--- config.mk ---
export PLATFORM = sky130hd
export DESIGN_NAME = button_event_decoder
export DESIGN_NICKNAME = d
export VERILOG_FILES = /design/src/rtl/button_event_decoder.sv
export SDC_FILE = /design/constraint.sdc
export NUM_CORES = 1
export LEC_CHECK = 0
export CAP_MARGIN = 20
export CORE_ASPECT_RATIO = 0.75
export CORE_MARGIN = 2
export CORE_UTILIZATION = 53
export CTS_BUF_LIST = sky130_fd_sc_hd__clkbuf_8 sky130_fd_sc_hd__clkbuf_16
export DETAILED_ROUTE_END_ITERATION = 7
export PLACE_DENSITY_LB_ADDON = 0.15
export RECOVER_POWER = 25
export SYNTH_ARGS = -nofsm -noshare
export SYNTH_HDL_FRONTEND = slang
export SYNTH_SLANG_ARGS = --single-unit
--- constraint.sdc ---
create_clock -name clk -period 2 [get_ports clk]
set_input_delay 0.2 -clock clk [delete_from_list [all_inputs] [get_ports clk]]
set_output_delay 0.2 -clock clk [all_outputs]
set_load 0.1 [all_outputs]
--- src/rtl/button_event_decoder.sv ---
// Turns a debounced button level into short/long/double-click pulses, a held level and a press counter.
// Optional auto-repeat of long_press while held: define BTN_AUTOREPEAT_EN.
module button_event_decoder #(
  parameter int LONG_CYCLES   = 50000000,
  parameter int DCLICK_CYCLES = 12500000,
  parameter int REPEAT_CYCLES = 10000000,
  parameter int TIMER_W       = 26,
  parameter int COUNT_W       = 8
) (
  input  logic               clk,
  input  logic               rst_n,
  input  logic               btn_db,
  output logic               short_press,
  output logic               long_press,
  output logic               double_click,
  output logic               held,
  output logic [COUNT_W-1:0] press_count
);

  typedef enum logic [2:0] {
    IDLE,
    PRESSED,
    LONG_HELD,
    WAIT_SECOND,
    SECOND_PRESSED
  } state_t;

  localparam logic [TIMER_W-1:0] LONG_LAST   = TIMER_W'(LONG_CYCLES - 1);
  localparam logic [TIMER_W-1:0] DCLICK_LAST = TIMER_W'(DCLICK_CYCLES - 1);
`ifdef BTN_AUTOREPEAT_EN
  localparam logic [TIMER_W-1:0] REPEAT_LAST = TIMER_W'(REPEAT_CYCLES - 1);
`endif

  // Reject configurations the timer cannot represent at elaboration time.
  if (LONG_CYCLES < 2 || DCLICK_CYCLES < 2 || REPEAT_CYCLES < 2 ||
      longint'(LONG_CYCLES) > (longint'(1) << TIMER_W) ||
      longint'(DCLICK_CYCLES) > (longint'(1) << TIMER_W) ||
      longint'(REPEAT_CYCLES) > (longint'(1) << TIMER_W)) begin : g_bad_params
    $error("button_event_decoder: invalid cycle parameters for TIMER_W");
  end

  state_t             state, state_nxt;
  logic [TIMER_W-1:0] timer, timer_nxt;
  logic               btn_prev;
  logic               rise, fall;
  logic               short_nxt, long_nxt, dclick_nxt, held_nxt;

  assign rise = btn_db & ~btn_prev;
  assign fall = ~btn_db & btn_prev;

  always_comb begin
    state_nxt  = state;
    timer_nxt  = timer;
    short_nxt  = 1'b0;
    long_nxt   = 1'b0;
    dclick_nxt = 1'b0;
    case (state)
      IDLE: begin
        if (rise) begin
          state_nxt = PRESSED;
          timer_nxt = '0;
        end
      end
      PRESSED: begin
        if (fall) begin
          state_nxt = WAIT_SECOND;
          timer_nxt = '0;
        end else if (timer == LONG_LAST) begin
          state_nxt = LONG_HELD;
          long_nxt  = 1'b1;
          timer_nxt = '0;
        end else begin
          timer_nxt = timer + TIMER_W'(1);
        end
      end
      LONG_HELD: begin
        if (fall) begin
          state_nxt = IDLE;
`ifdef BTN_AUTOREPEAT_EN
        end else if (btn_db) begin
          if (timer == REPEAT_LAST) begin
            long_nxt  = 1'b1;
            timer_nxt = '0;
          end else begin
            timer_nxt = timer + TIMER_W'(1);
          end
`endif
        end
      end
      // A rise on the timeout edge still counts as the second click.
      WAIT_SECOND: begin
        if (rise) begin
          state_nxt  = SECOND_PRESSED;
          dclick_nxt = 1'b1;
        end else if (timer == DCLICK_LAST) begin
          state_nxt = IDLE;
          short_nxt = 1'b1;
        end else begin
          timer_nxt = timer + TIMER_W'(1);
        end
      end
      SECOND_PRESSED: begin
        if (fall) begin
          state_nxt = IDLE;
        end
      end
      default: state_nxt = IDLE;
    endcase
    held_nxt = (state_nxt == LONG_HELD);
  end

  always_ff @(posedge clk or negedge rst_n) begin
    if (!rst_n) begin
      state        <= IDLE;
      timer        <= '0;
      btn_prev     <= 1'b0;
      press_count  <= '0;
      short_press  <= 1'b0;
      long_press   <= 1'b0;
      double_click <= 1'b0;
      held         <= 1'b0;
    end else begin
      state        <= state_nxt;
      timer        <= timer_nxt;
      btn_prev     <= btn_db;
      short_press  <= short_nxt;
      long_press   <= long_nxt;
      double_click <= dclick_nxt;
      held         <= held_nxt;
      if (rise) begin
        press_count <= press_count + COUNT_W'(1);
      end
    end
  end

endmodule

==> qor.yml <==
power:
  clock_power_share: 0.246
  peakVddDrop_mv: 0.630
  power_frac_comb: 0.445
  netSwitchingFraction: 0.415
  p_per_area_nw_per_um2: 1050
  leakage_nw: 1.34
  p_sw_w: 0.00140
  p_int_w: 0.00197
  p_seq_frac: 0.309
grt:
  grt_pass1_vias: 2286
  grt_use_total: 0.259
  grt_max_degree: 24
  overflow: 0
  antenna_found_initial: 0
  grt_first_pass_wirelength_um: 10900
timing:
  max_freq_mhz: 456
  setup_slack_ns: -0.194
  hold_viol_final: 0
  setup_violations: 28
  maxSlewHeadroom: 0.0842
  final-max-slew-violation-count: 0
  worst_pin_slew_ns: 1.37
  rsz0062_at_grt: "yes"
  hold_slack_ns: 0.471
  post-route-period-util: 1.10
  skew_ns: 0.00608
  period_needed_ns: 2.19
yosys:
  syn_inst: 270
  netlist_area_um2: 2490
  syn_nets: 275
  synth_top_area_cell: "dfrtp_1"
  synth_top_area_frac: 0.421
  synth_area_leaders: "dfrtp_1 (42%), a22oi_1 (4.5%), nand4_1 (4.0%)"
  async_flop_share: 1.00
  syn_avg_cell_area_um2: 9.24
  ys_dominant_reg_cell: "dfrtp_1"
  ys_warn_count: 0
  synth_edf_count: 0
  yosysUniqueCellTypes: 54
  ys_ff_latch: 42
  yosysSeqAreaShare: 0.421
layout:
  n_fill_cell: 350
  area_growth_pct: 29.0
  final_cells: 383
  layout_common_cells: "buf_4 (56), dfrtp_1 (42), nand2_1 (21)"
  antenna_cells: 0
  final_area_um2: 3220
  final_nets: 330
  multi_input_area_um2: 1350
  seqCellArea_um2: 1050
  final_common_cell: "buf_4"
  drive_above_1_share: 0.291
worst_hold_path:
  min_path_cells: 1
  worstHoldPathType: "flop to flop"
  holdCritStartpoint: "press_count[7]$_DFFE_PN0P_"
  whs_endpoint: "press_count[7]$_DFFE_PN0P_"
drt:
  dr_total_vias: 2327
  ant_nets: 0
  viasPerCell: 6.08
  drc_errors: 0
  firstDrtPassIters: 5
  first_iter_violations: 133
  totalWireLength_um: 6490
  wl_per_cell_um: 16.9
critical_path:
  cpPeakStageDelay_ns: 0.55
  critPathLaunch: "timer[14]$_DFFE_PN0P_"
  crit_path_start_kind: "flop"
  path_buf_inv: 1
  worstPathRequired_ns: 2.16
  crit_family: "simple AND/OR/NAND/NOR gates"
  setup.worst_path.end_class: "flop"
  rrSetupSlack_ns: -0.19
  cp_cell_sequence: "or4b_1, or4_4, o21bai_4, or2b_4, buf_12, o311ai_1"
  reg2reg_from: "timer[14]$_DFFE_PN0P_"
  worstPathArrival_ns: 2.36
  r2r-end: "timer[4]$_DFFE_PN0P_"
  critical_path_class: "flop to flop"
  rr_worst_depth: 6
  critPathMaxFanout: 11
  slowest_stage: "or4_4"
clocking:
  numCtsBuffers: 5
  cts.clk_slew.worst_paths_ns: 0.08
  clock_sinks: 42
  cts_tree: "done"
  clock_latency_ns: 0.29
  cts.root.buffer_cell: "clkbuf_8"
  cts_buffer_depth: 2
  htreeDepth: 2
floorplanning:
  die_x_um: 83.2
  core_area_um2: 4490
  initial_utilization: 0.555
  row_count: 21
  die_y_um: 63.4
  io_pins: 15
  die_area_um2: 5280
placed_design:
  place_area_um2: 3010
  place_hpwl_um: 4610
  place_inst: 372
  io_buffers: 14
  gp_congestion: 0.848
outcome:
  violations: "setup timing"
  status: "finished with violations"
run:
  maxCapViolCount: 0
## metal layers
metal  wire [um]  global-route usage  up-vias  share of wire
li1            -                   -     1122              -
met1        3110               0.367     1124           0.48
met2        2990               0.410       73           0.46
met3         304              0.0393        8          0.047
met4          84              0.0840        0          0.013
met5           0                   0        -              0
## sequential cells by signal (all words and copies together), names as in the netlist
register / count
double_click: 1
timer: 26
long_press: 1
short_press: 1
btn_prev: 1
state: 3
press_count: 8
held: 1
## what timing repair did
| item | in CTS | in global routing |
|---|---|---|
| gates resized for setup | 4 | 6 |
| pin swaps | 4 | 3 |
| setup endpoints to repair | 28 | 30 |
| setup buffers | 1 | 1 |
| hold endpoints to repair | 21 | 0 |
| hold buffers | 1 | 0 |
## metrics by stage
step	utilization	setup slack, ns	setup TNS (ns)	power [W]
6_report	0.716	-0.194	-4.22	0.00337
5_1_grt	0.716	-0.262	-6.10	0.00352
4_1_cts	0.708	-0.167	-3.66	0.00336
3_5_place_dp	0.669	-0.181	-3.06	0.00251
3_3_place_gp	0.669	-0.0971	-1.33	0.00249
2_1_floorplan	-	-0.0948	-1.84	0.00218
## power groups by stage
stage | clock network [W] | logic [W] | registers [W]
finish | 0.000830 | 0.00150 | 0.00104
global route | 0.000884 | 0.00158 | 0.00106
CTS | 0.000845 | 0.00147 | 0.00105
detailed placement | 0 | 0.00145 | 0.00106
global placement | 0 | 0.00144 | 0.00105
floorplan | 0 | 0.000727 | 0.00146
## cell type report
type / instances / share of cell area
multi-input combinational: 195 / 0.420
sequential: 42 / 0.327
timing repair buffer: 65 / 0.168
clock buffer: 6 / 0.0257
tap: 57 / 0.0222
clock inverter: 2 / 0.0187
inverter: 16 / 0.0187
## synth_stat cells (5+ instances only)
library cell   n
nand2_1       21
o21ai_1        8
inv_1         16
buf_2          5
dfrtp_1       42
nor2_1        12
nand2b_1       6
a21oi_1        9
nand4_1       16
nor2b_1        8
xnor2_1        6
a22oi_1       15
a31oi_1        6
clkbuf_1       6
nor3_1        10
o31ai_1       11
nand3_1       16
## kinds of logic (layout without fill, tap and decap cells)
| logic type | count (synthesis) | after routing | synth area share |
|---|---|---|---|
| adder cells (fa/ha/maj) | 2 | 2 | 0.0100 |
| flip-flops | 42 | 42 | 0.421 |
| XOR/XNOR | 7 | 7 | 0.0246 |
| AO/OA/AOI/OAI | 72 | 72 | 0.206 |
| AND/OR/NAND/NOR | 114 | 114 | 0.261 |
| buffers and inverters | 33 | 89 | 0.0768 |
## how the worst max path moves through the flow
| stage | to | cells after the start | slack [ns] |
|---|---|---|---|
| floorplan | timer[18]$_DFFE_PN0P_ | 7 | -0.09 |
| global placement | timer[12]$_DFFE_PN0P_ | 6 | -0.1 |
| detailed placement | timer[9]$_DFFE_PN0P_ | 6 | -0.18 |
| CTS | timer[4]$_DFFE_PN0P_ | 6 | -0.17 |
| global route | timer[4]$_DFFE_PN0P_ | 6 | -0.26 |
| finish | timer[4]$_DFFE_PN0P_ | 6 | -0.19 |
Power figures use the tool's default switching activity.
